## src/rtl/pipelined_adder_pkg.sv

```systemverilog
// pipelined_adder_pkg: shared types and elaboration helpers for pipelined_adder.
// Provides chunk_w(), the configuration check cfg_ok() and the stage valid vector type.
package pipelined_adder_pkg;

    // Deepest pipeline the valid shift register can describe.
    localparam int PA_MAX_STAGES = 64;

    // Per-stage valid bits; bit k is the valid flag of stage k.
    typedef logic [PA_MAX_STAGES-1:0] stage_vld_t;

    function automatic int chunk_w(input int width, input int stages);
        return width / stages;
    endfunction

    // True when WIDTH splits into STAGES equal, non-empty chunks.
    function automatic bit cfg_ok(input int width, input int stages);
        return (stages >= 1) && (stages <= width) &&
               (stages <= PA_MAX_STAGES) && ((width % stages) == 0);
    endfunction

endpackage

```

## src/rtl/adder_chunk.sv

```systemverilog
// adder_chunk: combinational CW-bit ripple adder built from half-adder cells.
// Ports: a, b (CW), ci -> s (CW), co (carry out of MSB), c_msb (carry into MSB).
module adder_chunk #(
    parameter int CW = 4
) (
    input  logic [CW-1:0] a,
    input  logic [CW-1:0] b,
    input  logic          ci,
    output logic [CW-1:0] s,
    output logic          co,
    output logic          c_msb
);

    logic [CW:0]   w_c;
    logic [CW-1:0] w_hs;
    logic [CW-1:0] w_hc;
    logic [CW-1:0] w_pc;

    assign w_c[0] = ci;

    // Each bit is two half adders; their carries are ORed.
    for (genvar i = 0; i < CW; i++) begin : g_bit
        assign w_hs[i]   = a[i] ^ b[i];
        assign w_hc[i]   = a[i] & b[i];
        assign s[i]      = w_hs[i] ^ w_c[i];
        assign w_pc[i]   = w_hs[i] & w_c[i];
        assign w_c[i+1]  = w_hc[i] | w_pc[i];
    end

    assign co    = w_c[CW];
    assign c_msb = w_c[CW-1];

endmodule

```

## src/rtl/pipelined_adder.sv

```systemverilog
// pipelined_adder: WIDTH-bit adder split into STAGES chunks, one chunk per stage.
// Ports: clk, rst_n, in_valid/in_ready, a, b, cin, [sub], out_valid/out_ready,
//        sum, cout, overflow. Optional macro PIPELINED_ADDER_SUB_EN adds `sub`.
module pipelined_adder
    import pipelined_adder_pkg::*;
#(
    parameter int WIDTH  = 16,
    parameter int STAGES = 4
) (
    input  logic             clk,
    input  logic             rst_n,
    input  logic             in_valid,
    output logic             in_ready,
    input  logic [WIDTH-1:0] a,
    input  logic [WIDTH-1:0] b,
    input  logic             cin,
`ifdef PIPELINED_ADDER_SUB_EN
    input  logic             sub,
`endif
    output logic             out_valid,
    input  logic             out_ready,
    output logic [WIDTH-1:0] sum,
    output logic             cout,
    output logic             overflow
);

    localparam int CW = chunk_w(WIDTH, STAGES);

    localparam stage_vld_t VLD_MASK = stage_vld_t'({STAGES{1'b1}});

    if (!cfg_ok(WIDTH, STAGES)) begin : g_cfg_err
        $error("pipelined_adder: WIDTH must be a multiple of STAGES");
    end

    logic w_adv;
    logic w_sub_in;

`ifdef PIPELINED_ADDER_SUB_EN
    assign w_sub_in = sub;
`else
    assign w_sub_in = 1'b0;
`endif

    // Combinational view of each stage's inputs.
    logic [WIDTH-1:0] w_opa   [STAGES];
    logic [WIDTH-1:0] w_opb   [STAGES];
    logic             w_ci    [STAGES];
    logic             w_sub   [STAGES];
    logic [CW-1:0]    w_s     [STAGES];
    logic             w_co    [STAGES];
    logic             w_cm    [STAGES];
    logic [WIDTH-1:0] w_snext [STAGES];

    // Stage registers. Operands are kept right-aligned so the chunk
    // to add next always sits in the low CW bits.
    logic [WIDTH-1:0] r_a   [STAGES];
    logic [WIDTH-1:0] r_b   [STAGES];
    logic [WIDTH-1:0] r_s   [STAGES];
    logic             r_c   [STAGES];
    logic             r_sub [STAGES];
    logic             r_ovf;
    stage_vld_t       r_vld;

    assign out_valid = r_vld[STAGES-1];
    assign w_adv     = !out_valid || out_ready;
    assign in_ready  = w_adv;

    always_ff @(posedge clk or negedge rst_n) begin
        if (!rst_n) begin
            r_vld <= '0;
        end else if (w_adv) begin
            r_vld <= ((r_vld << 1) | stage_vld_t'(in_valid)) & VLD_MASK;
        end
    end

    for (genvar k = 0; k < STAGES; k++) begin : g_st

        if (k == 0) begin : g_head
            assign w_opa[k] = a;
            assign w_opb[k] = b;
            assign w_sub[k] = w_sub_in;
            // Subtract forces the +1 of the two's complement.
            assign w_ci[k]  = w_sub_in ? 1'b1 : cin;
            assign w_snext[k] = WIDTH'(w_s[k]) << (WIDTH - CW);
        end else begin : g_chain
            assign w_opa[k] = r_a[k-1];
            assign w_opb[k] = r_b[k-1];
            assign w_sub[k] = r_sub[k-1];
            assign w_ci[k]  = r_c[k-1];
            // New chunk enters at the top; older chunks slide down,
            // so after the last stage chunk 0 lands at bit 0.
            assign w_snext[k] = (r_s[k-1] >> CW) |
                                (WIDTH'(w_s[k]) << (WIDTH - CW));
        end

        adder_chunk #(
            .CW (CW)
        ) u_chunk (
            .a     (w_opa[k][CW-1:0]),
            .b     (w_opb[k][CW-1:0] ^ {CW{w_sub[k]}}),
            .ci    (w_ci[k]),
            .s     (w_s[k]),
            .co    (w_co[k]),
            .c_msb (w_cm[k])
        );

        always_ff @(posedge clk or negedge rst_n) begin
            if (!rst_n) begin
                r_s[k] <= '0;
                r_c[k] <= 1'b0;
            end else if (w_adv) begin
                r_s[k] <= w_snext[k];
                r_c[k] <= w_co[k];
            end
        end

        if (k < STAGES - 1) begin : g_fwd
            always_ff @(posedge clk or negedge rst_n) begin
                if (!rst_n) begin
                    r_a[k]   <= '0;
                    r_b[k]   <= '0;
                    r_sub[k] <= 1'b0;
                end else if (w_adv) begin
                    r_a[k]   <= w_opa[k] >> CW;
                    r_b[k]   <= w_opb[k] >> CW;
                    r_sub[k] <= w_sub[k];
                end
            end
        end

    end

    always_ff @(posedge clk or negedge rst_n) begin
        if (!rst_n) begin
            r_ovf <= 1'b0;
        end else if (w_adv) begin
            r_ovf <= w_cm[STAGES-1] ^ w_co[STAGES-1];
        end
    end

    assign sum      = r_s[STAGES-1];
    assign cout     = r_c[STAGES-1];
    assign overflow = r_ovf;

endmodule

```

## config.mk

```make
export PLATFORM = sky130hd
export DESIGN_NAME = pipelined_adder
export DESIGN_NICKNAME = d
export VERILOG_FILES = /design/src/rtl/pipelined_adder_pkg.sv /design/src/rtl/adder_chunk.sv /design/src/rtl/pipelined_adder.sv
export SDC_FILE = /design/constraint.sdc
export NUM_CORES = 1
export LEC_CHECK = 0
export ABC_CLOCK_PERIOD_IN_PS = 3800
export CORE_MARGIN = 1.5
export CORE_UTILIZATION = 45
export CTS_CLUSTER_SIZE = 14
export DETAILED_ROUTE_END_ITERATION = 10
export GPL_TIMING_DRIVEN = 0
export MAX_ROUTING_LAYER = met4
export PLACE_DENSITY = 0.76
export SLEW_MARGIN = 20
export SYNTH_ARGS = -nofsm -noshare
export SYNTH_HDL_FRONTEND = slang
export SYNTH_SLANG_ARGS = --single-unit
```

## constraint.sdc

```tcl
create_clock -name clk -period 3.8 [get_ports clk]
set_input_delay 0.57 -clock clk [delete_from_list [all_inputs] [get_ports clk]]
set_output_delay 0.57 -clock clk [all_outputs]
set_load 0.02 [all_outputs]
```

* Word-level counts from Yosys, hierarchy flattened *
Index checks and enable logic that the tools add are counted.
W data, S select, Z words.

storage, ports and cells
  flip-flop bits (word level) = 109
  bits in latches = 0
  bits in writable memories = 0
  ROM bits = 0
  bits of input ports = 37
  output and inout bits = 20
  word-level logic and storage cells = 103
  memories kept = 0

operators by class
  add/subtract/negate cells = 0
  multiply operators = 0
  div/mod/pow operators = 0
  $lt $le $gt $ge = 0
  eq/ne operators = 0
  shifts and indexed selects = 0
  mux-type cells = 0
  bitwise logic cells = 85
  reductions and logical operators = 2

operators with widths
  cell                number
  $or A12 B16 Y16     3
  $xor A1 B1 Y1       33
  $and A1 B1 Y1       32
  $or A1 B1 Y1        16
  $or A4 B1 Y4        1
  $logic_not A1 Y1    1
  $logic_or A1 B1 Y1  1

* Logic depth before layout (Yosys ltp) *
Gate-level depths: netlist of the first run.

  depth after elaboration = 10
  gate-level depth with buffers = 9

* By module *
Synthesis of the first run repeated with hierarchy kept, for this count alone.

second synthesis, totals
  cell total of the unflattened synthesis = 279
  area, all modules = 4275.4 um2

modules (own cells, without submodules)
  module           times used  cells each  area an instance (um2)
  pipelined_adder  1           223         3804.9
  adder_chunk      4           14          117.6

* Worst setup path after synthesis of the first run *
No wires, ideal clock.

  path type = input -> register
  from = in a[0]
  to = reg r_s[63] in the netlist's numbering
  library setup time = 0.077 ns
  arrival time = 2.127 ns
  path slack = 1.596 ns
  stages = 8
  cell sequence = inv_1 -> fa_1 -> inv_1 -> fa_1 -> fa_1 -> inv_1 -> fa_1 -> a21oi_1

on the way
  word-level cells in the longest chain between the ends = 8
  elaborated cells between the ends (all ways) = 9

RTL lines
  element                        RTL line                source
  start, declared                pipelined_adder.sv:14   input logic [WIDTH-1:0] a,
  $xor A1 B1 Y1                  adder_chunk.sv:23       assign w_hs[i] = a[i] ^ b[i];
  $and A1 B1 Y1                  adder_chunk.sv:26       assign w_pc[i] = w_hs[i] & w_c[i];
  $or A1 B1 Y1 *                 adder_chunk.sv:27       assign w_c[i+1] = w_hc[i] | w_pc[i];
  $and A1 B1 Y1 *                adder_chunk.sv:26
  $or A1 B1 Y1 *                 adder_chunk.sv:27
  $and A1 B1 Y1 *                adder_chunk.sv:26
  $or A1 B1 Y1 *                 adder_chunk.sv:27
  $xor A1 B1 Y1 *                adder_chunk.sv:25       assign s[i] = w_hs[i] ^ w_c[i];
  end signal, assigned by index  pipelined_adder.sv:112  r_s[k] <= w_snext[k];
  end, declared                  pipelined_adder.sv:58   logic [WIDTH-1:0] r_s [STAGES];

Every way passes the cells marked *; elsewhere a longest branch is shown, timed or not.
A chain may end at the register's enable or synchronous reset.

* Worst setup path after layout of the first run *
  from = reg r_vld[3]
  to = out in_ready

on the way
  word-level cells in the longest chain between the ends = 2

RTL lines
  element                 RTL line               source
  start, declared         pipelined_adder.sv:62  stage_vld_t r_vld;
  start signal, assigned  pipelined_adder.sv:72  r_vld <= ((r_vld << 1) | stage_vld_t'(in_valid)) & VLD_MASK;
  $logic_not A1 Y1        pipelined_adder.sv:65  assign w_adv = !out_valid || out_ready;
  $logic_or A1 B1 Y1      pipelined_adder.sv:65
  end, declared           pipelined_adder.sv:13  output logic in_ready,

No other way between the ends.

==> key figures, run 1 <==
Power and ir drop
  • Pwr dens: 795 mW/mm²
  • Leakage dissipation: 0.00228 µW
  • VDD IR max: 296 µV

GRT
  • Global route overflow: 0
  • Largest net degree at the start of global routing: 60
  • Initial antenna violation count: 0
  • Grt peak-use layer: met2
  • GR Util met2: 26.0%
  • Vias in the first global route: 2416
  • All-Layer GR Usage: 16.1%
  • Met3 usage: 4.64%
  • First-pass GRT wire length: 11800 µm
  • Met1 GRT Util: 19.9%

Clock network
  • Clock Sinks: 97
  • Max clock buf depth: 2
  • Post-CTS resize count: 0
  • Setup bufs post-CTS: 0
  • Skew-Pair Late Insertion Delay: 350 ps
  • Clock-pin slew on the worst setup and hold paths: 80 ps
  • Clock root buffer: clkbuf_8
  • # H-tree levels: 3
  • Hold Buf Count CTS: 0
  • Cts bufs inserted: 9
  • CTS tree: yes

Synth
  • Sequential cell area fraction in the yosys report: 57.8%
  • Synth unique cells: 14
  • Async set-reset flop share out of synthesis: 100%
  • Top FF cell, synth: dfrtp_1
  • Post-synth EDFFs: 0
  • Synth Area per Inst: 15.2 µm²
  • Syn Nets: 330
  • Synth top area share: 57.8%
  • FF+latch count, synth: 97
  • Post-Synthesis Cells: 277
  • Synth top cells by count: dfrtp_1 (97), mux2_2 (79), inv_1 (28), buf_4 (16), fa_1 (16)
  • Total number of yosys warnings: 0
  • Mapped cell area: 0.00420 mm²
  • Largest cells by area after synthesis: dfrtp_1 (58%), mux2_2 (21%), fa_1 (7.6%)
  • Most frequent cell after synthesis: dfrtp_1
  • Cell taking the most area after synthesis: dfrtp_1

Finish
  • N_diodes: 0
  • Layout Cells excl Fill: 459
  • Design area: 0.00513 mm²
  • Share of post-route cells with drive strength above 1: 37.4%
  • Fin nets: 397
  • Area grow syn2layout: 22.3%

Worst setup path
  • Critical Path Sink: in_ready
  • Crit Path Max Fanout: 11
  • RR Startpoint: r_c[1]
  • Crit path from: r_vld[3]
  • Critical path data arrival time: 2280 ps
  • Critical R2R Capture: overflow
  • Crit start category: flop
  • R2r setup slk: 1490 ps
  • WS Path Type: flop to primary output
  • Worst Path Required: 3230 ps
  • CP endpoint kind: primary output
  • Reg2Reg Depth: 9

STA
  • Period minus WS final: 2850 ps
  • RSZ-0062 raised after global routing: false
  • Worst Tran Pin Value: 426 ps
  • Count of pins over their slew limit: 0
  • Max Fclk: 351 MHz
  • Clock Skew: 8.12 ps
  • Slew headroom: 71.6%
  • Final Cycle Share: 74.9%
  • Hold Violations, Final: 0
  • Setup-failing EPs final: 0

Min path
  • Hold crit path type: input pin to asynchronous set/reset pin

Routing
  • Remaining DRCs: 0
  • WL/cell: 15.1 µm
  • Starting DRC count in detailed routing: 65
  • Total Wirelength: 6920 µm
  • Vias: 2193
  • Routed Antenna Nets: 0
  • Drt pass-1 iters: 4
  • Via/cell ratio: 4.78

Die
  • FP Rows: 35
  • Number of placed I/O pins: 57
  • Die Y: 99.6 µm
  • Chip width: 99.6 µm
  • Die area: 0.00992 mm²
  • Initial core utilization: 45.9%
  • Core Box Area: 0.00915 mm²

Status
  • Status: finished, final reports clean

Place
  • DP Area: 0.00492 mm²
  • RD Place Congestion: 0.728
  • Port bufs: 55
  • Hpwl dp: 4970 µm
  • Placed cell count: 444

Flow run
  • MaxCap Viol Count: 0
## worst max-delay path, stage by stage (launching register included)
cell             delay [ps]
dfrtp_1                 540
nand2b_4                140
buf_6                   120
buf_6                   160
buf_6                   190
buf_6                   170
clkdlybuf4s50_1         610
## logic make-up after synthesis
kind of cell	share of synthesized area (%)
adders and majority gates	7.63
xor gates and xnor gates	0.209
buffers and inverters	7.54
AOI/OAI and AO/OA	1.07
muxes	23.7
and+or+nand+nor	2.09
DFF	57.8
## layer usage
| metal | share of wire (%) | vias to the layer above | wire [µm] |
|---|---|---|---|
| met4 | 0.53 | 0 | 37 |
| met1 | 45 | 1115 | 3090 |
| met5 | 0 | - | 0 |
| li1 | - | 1032 | - |
| met2 | 50 | 44 | 3480 |
| met3 | 4.4 | 2 | 306 |
## layout make-up
type / instances / area [µm²]
clock buffers: 10 / 138
repair buffers: 56 / 579
clock inverters: 5 / 78.8
inverters: 28 / 105
flip-flops and latches: 97 / 2430
fillers: 753 / 4020
well taps: 111 / 139
plain buffers: 28 / 211
multi-input cells: 124 / 1460
## where the power goes
group | switching, µW | internal, µW
clock network | 339 | 385
logic | 655 | 967
registers | 251 | 1480
## stage by stage
stage / hold WS [ps] / power [µW] / setup WS (ps) / util [%] / setup TNS, ps
floorplan: 274 / 2860 / 1600 / - / 0
global placement: 450 / 3330 / -1240 / 53.4 / -119590
detailed placement: 461 / 3410 / 991 / 53.7 / 0
CTS: 112 / 4130 / 920 / 56.1 / 0
global route: 118 / 4400 / 852 / 56.1 / 0
finish: 108 / 4080 / 954 / 56.1 / 0
## state kept, by name, summed over array words and instances (netlist names)
name / count
r_s: 24
overflow: 1
sum: 16
r_a: 24
r_b: 24
r_vld: 4
r_c: 3
cout: 1
## worst min path at each step
| stage | end | slack (ps) | cells after the start |
|---|---|---|---|
| after floorplan | cout | 270 | 0 |
| after global placement | r_vld[3] | 450 | 1 |
| after detailed placement | r_vld[3] | 460 | 1 |
| after CTS | sum[7] | 110 | 1 |
| after global routing | r_s[25] | 120 | 1 |
| final | r_s[25] | 110 | 1 |
## placed cells by master, fill, tap and decap left out
cell / n
clkinv_2: 2
mux2_4: 5
mux2i_1: 3
bufinv_16: 2
xnor2_1: 1
buf_2: 7
clkdlybuf4s50_1: 54
nor3b_1: 9
dfrtp_1: 97
buf_4: 16
nand2b_1: 1
inv_6: 1
nand2b_4: 1
clkbuf_8: 10
a21oi_1: 9
fa_1: 16
mux2_2: 79
inv_1: 28
buf_6: 6
buf_16: 1
No activity file was read; power rests on OpenSTA's default activity.
==> inputs of run 2 (changes only) <==
ABC_CLOCK_PERIOD_IN_PS = 3000   (was 3800)
clock period = 3 ns   (was 3.8 ns; I/O delays follow)
==> key figures, run 2 (synthesized netlist as in run 1, its figures left out) <==
Clock network
  • Setup bufs post-CTS: 0
  • Post-CTS resize count: 0
  • Cts bufs inserted: 9
  • Clock-pin slew on the worst setup and hold paths: 90 ps
  • Clock Sinks: 97
  • Max clock buf depth: 2
  • Hold Buf Count CTS: 1
  • Skew-Pair Late Insertion Delay: 350 ps
  • CTS tree: yes
  • Clock root buffer: clkbuf_8
  • # H-tree levels: 3

STA
  • Hold Violations, Final: 0
  • Hold Slack: 432 ps
  • Slew headroom: 71.6%
  • Count of pins over their slew limit: 0
  • Setup-failing EPs final: 0
  • Max Fclk: 367 MHz
  • Period minus WS final: 2730 ps
  • Final Cycle Share: 90.9%
  • Worst Tran Pin Value: 426 ps
  • Clock Skew: 8.12 ps
  • RSZ-0062 raised after global routing: false

Routing
  • Total Wirelength: 6920 µm
  • Via/cell ratio: 4.77
  • Routed Antenna Nets: 0
  • Vias: 2195
  • Drt pass-1 iters: 4
  • Starting DRC count in detailed routing: 53
  • WL/cell: 15.0 µm
  • Remaining DRCs: 0

Worst setup path
  • WP buf/inv: 5
  • Crit Path Max Fanout: 11
  • CP endpoint kind: primary output
  • Critical path, cell by cell: nand2b_4 > buf_6 > buf_6 > buf_6 > buf_6 > clkdlybuf4s50_1
  • Crit start category: flop
  • Worst Path Required: 2550 ps
  • Max incr delay on CP: 610 ps
  • Slowest cell on the critical path: clkdlybuf4s50_1
  • Most frequent CP cell: buf_6
  • Top delay family on crit path: buffers and inverters
  • WS Path Type: flop to primary output
  • Critical path data arrival time: 2280 ps

Finish
  • N_diodes: 0
  • Area grow syn2layout: 22.5%
  • Layout Cells excl Fill: 460
  • Commonest non-fill, non-tap cell in the layout: dfrtp_1
  • Fin nets: 398
  • Commonest cells after routing, fill and taps aside: dfrtp_1 (97), mux2_2 (79), clkdlybuf4s50_1 (54), inv_1 (28)
  • Share of post-route cells with drive strength above 1: 37.2%
  • Biggest regs: r_a x24, r_b x24, r_s x24
  • Footprint of the multi-input gates: 0.00146 mm²
  • FF/Latch Area: 0.00243 mm²
  • Final-layout fill cell count: 752

Place
  • Hpwl dp: 4970 µm
  • RD Place Congestion: 0.728
  • Placed cell count: 444
  • Port bufs: 55

GRT
  • First-pass GRT wire length: 11800 µm
  • Initial antenna violation count: 0
  • All-Layer GR Usage: 16.1%
  • Largest net degree at the start of global routing: 60
  • Vias in the first global route: 2416
  • Global route overflow: 0

Min path
  • Hold crit path type: input pin to flop

Power and ir drop
  • Switch Pwr: 1580 µW
  • Leakage dissipation: 0.00229 µW
  • Final Power: 5170 µW
  • VDD IR max: 374 µV
  • Clock network fraction of design power: 17.7%
  • Sequential share of power: 42.5%
  • Pwr dens: 1000 mW/mm²
  • Sw Ratio: 30.5%
  • Power Internal: 3590 µW
  • Logic pwr share: 39.8%

Die
  • FP Rows: 35
  • Die area: 0.00992 mm²
  • Initial core utilization: 45.9%
  • Number of placed I/O pins: 57
  • Chip width: 99.6 µm
  • Core Box Area: 0.00915 mm²
  • Die Y: 99.6 µm

Status
  • Status: finished, final reports clean

Flow run
  • MaxCap Viol Count: 0
==> run 2: worst paths after layout <==
check / endpoint / slack, ps / cells past startpoint / start
max: in_ready / 270 / 6 / r_vld[3]
min: r_s[31] / 430 / 3 / out_ready
max reg2reg: overflow / 690 / 9 / r_c[1]
min reg2reg: r_vld[3] / 480 / 1 / r_vld[2]
max in group asynchronous: r_b[18] / 1850 / 3 / rst_n
min in group asynchronous: r_s[25] / 560 / 2 / rst_n
==> run 2: metal layers <==
layer	global-route usage, %	vias up	share of wire, %
met4	4.55	0	0.53
met2	26.0	44	50
met5	-	-	0
met1	20.0	1115	45
li1	-	1034	-
met3	4.57	2	4.3
==> run 2: through the flow <==
stage | instance area [µm²] | setup WS [ps] | TNS [ps] | util [%]
2_1_floorplan | 4200 | 881 | 0 | -
3_3_place_gp | 4890 | -1920 | -185550 | 53.4
3_5_place_dp | 4920 | 311 | 0 | 53.7
4_1_cts | 5140 | 240 | 0 | 56.2
5_1_grt | 5140 | 172 | 0 | 56.2
6_report | 5140 | 274 | 0 | 56.2
==> run 2: power by group through the flow <==
| stage | Sequential (µW) | Clock, µW | Combinational, µW |
|---|---|---|---|
| floorplan | 2140 | 0 | 1480 |
| global placement | 2200 | 0 | 2020 |
| detailed placement | 2230 | 0 | 2090 |
| CTS | 2200 | 938 | 2090 |
| global route | 2280 | 1000 | 2290 |
| finish | 2200 | 917 | 2060 |
==> run 2: worst min-delay path: stages <==
cell	delay [ps]
buf_6	130
nor3b_1	60
a21oi_1	100
==> run 2: layout make-up <==
| type | count | area share [%] |
|---|---|---|
| clock inverters | 5 | 1.53 |
| flip-flops and latches | 97 | 47.2 |
| repair buffers | 57 | 11.5 |
| well taps | 111 | 2.70 |
| inverters | 28 | 2.04 |
| clock buffers | 10 | 2.68 |
| plain buffers | 28 | 4.11 |
| multi-input cells | 124 | 28.3 |
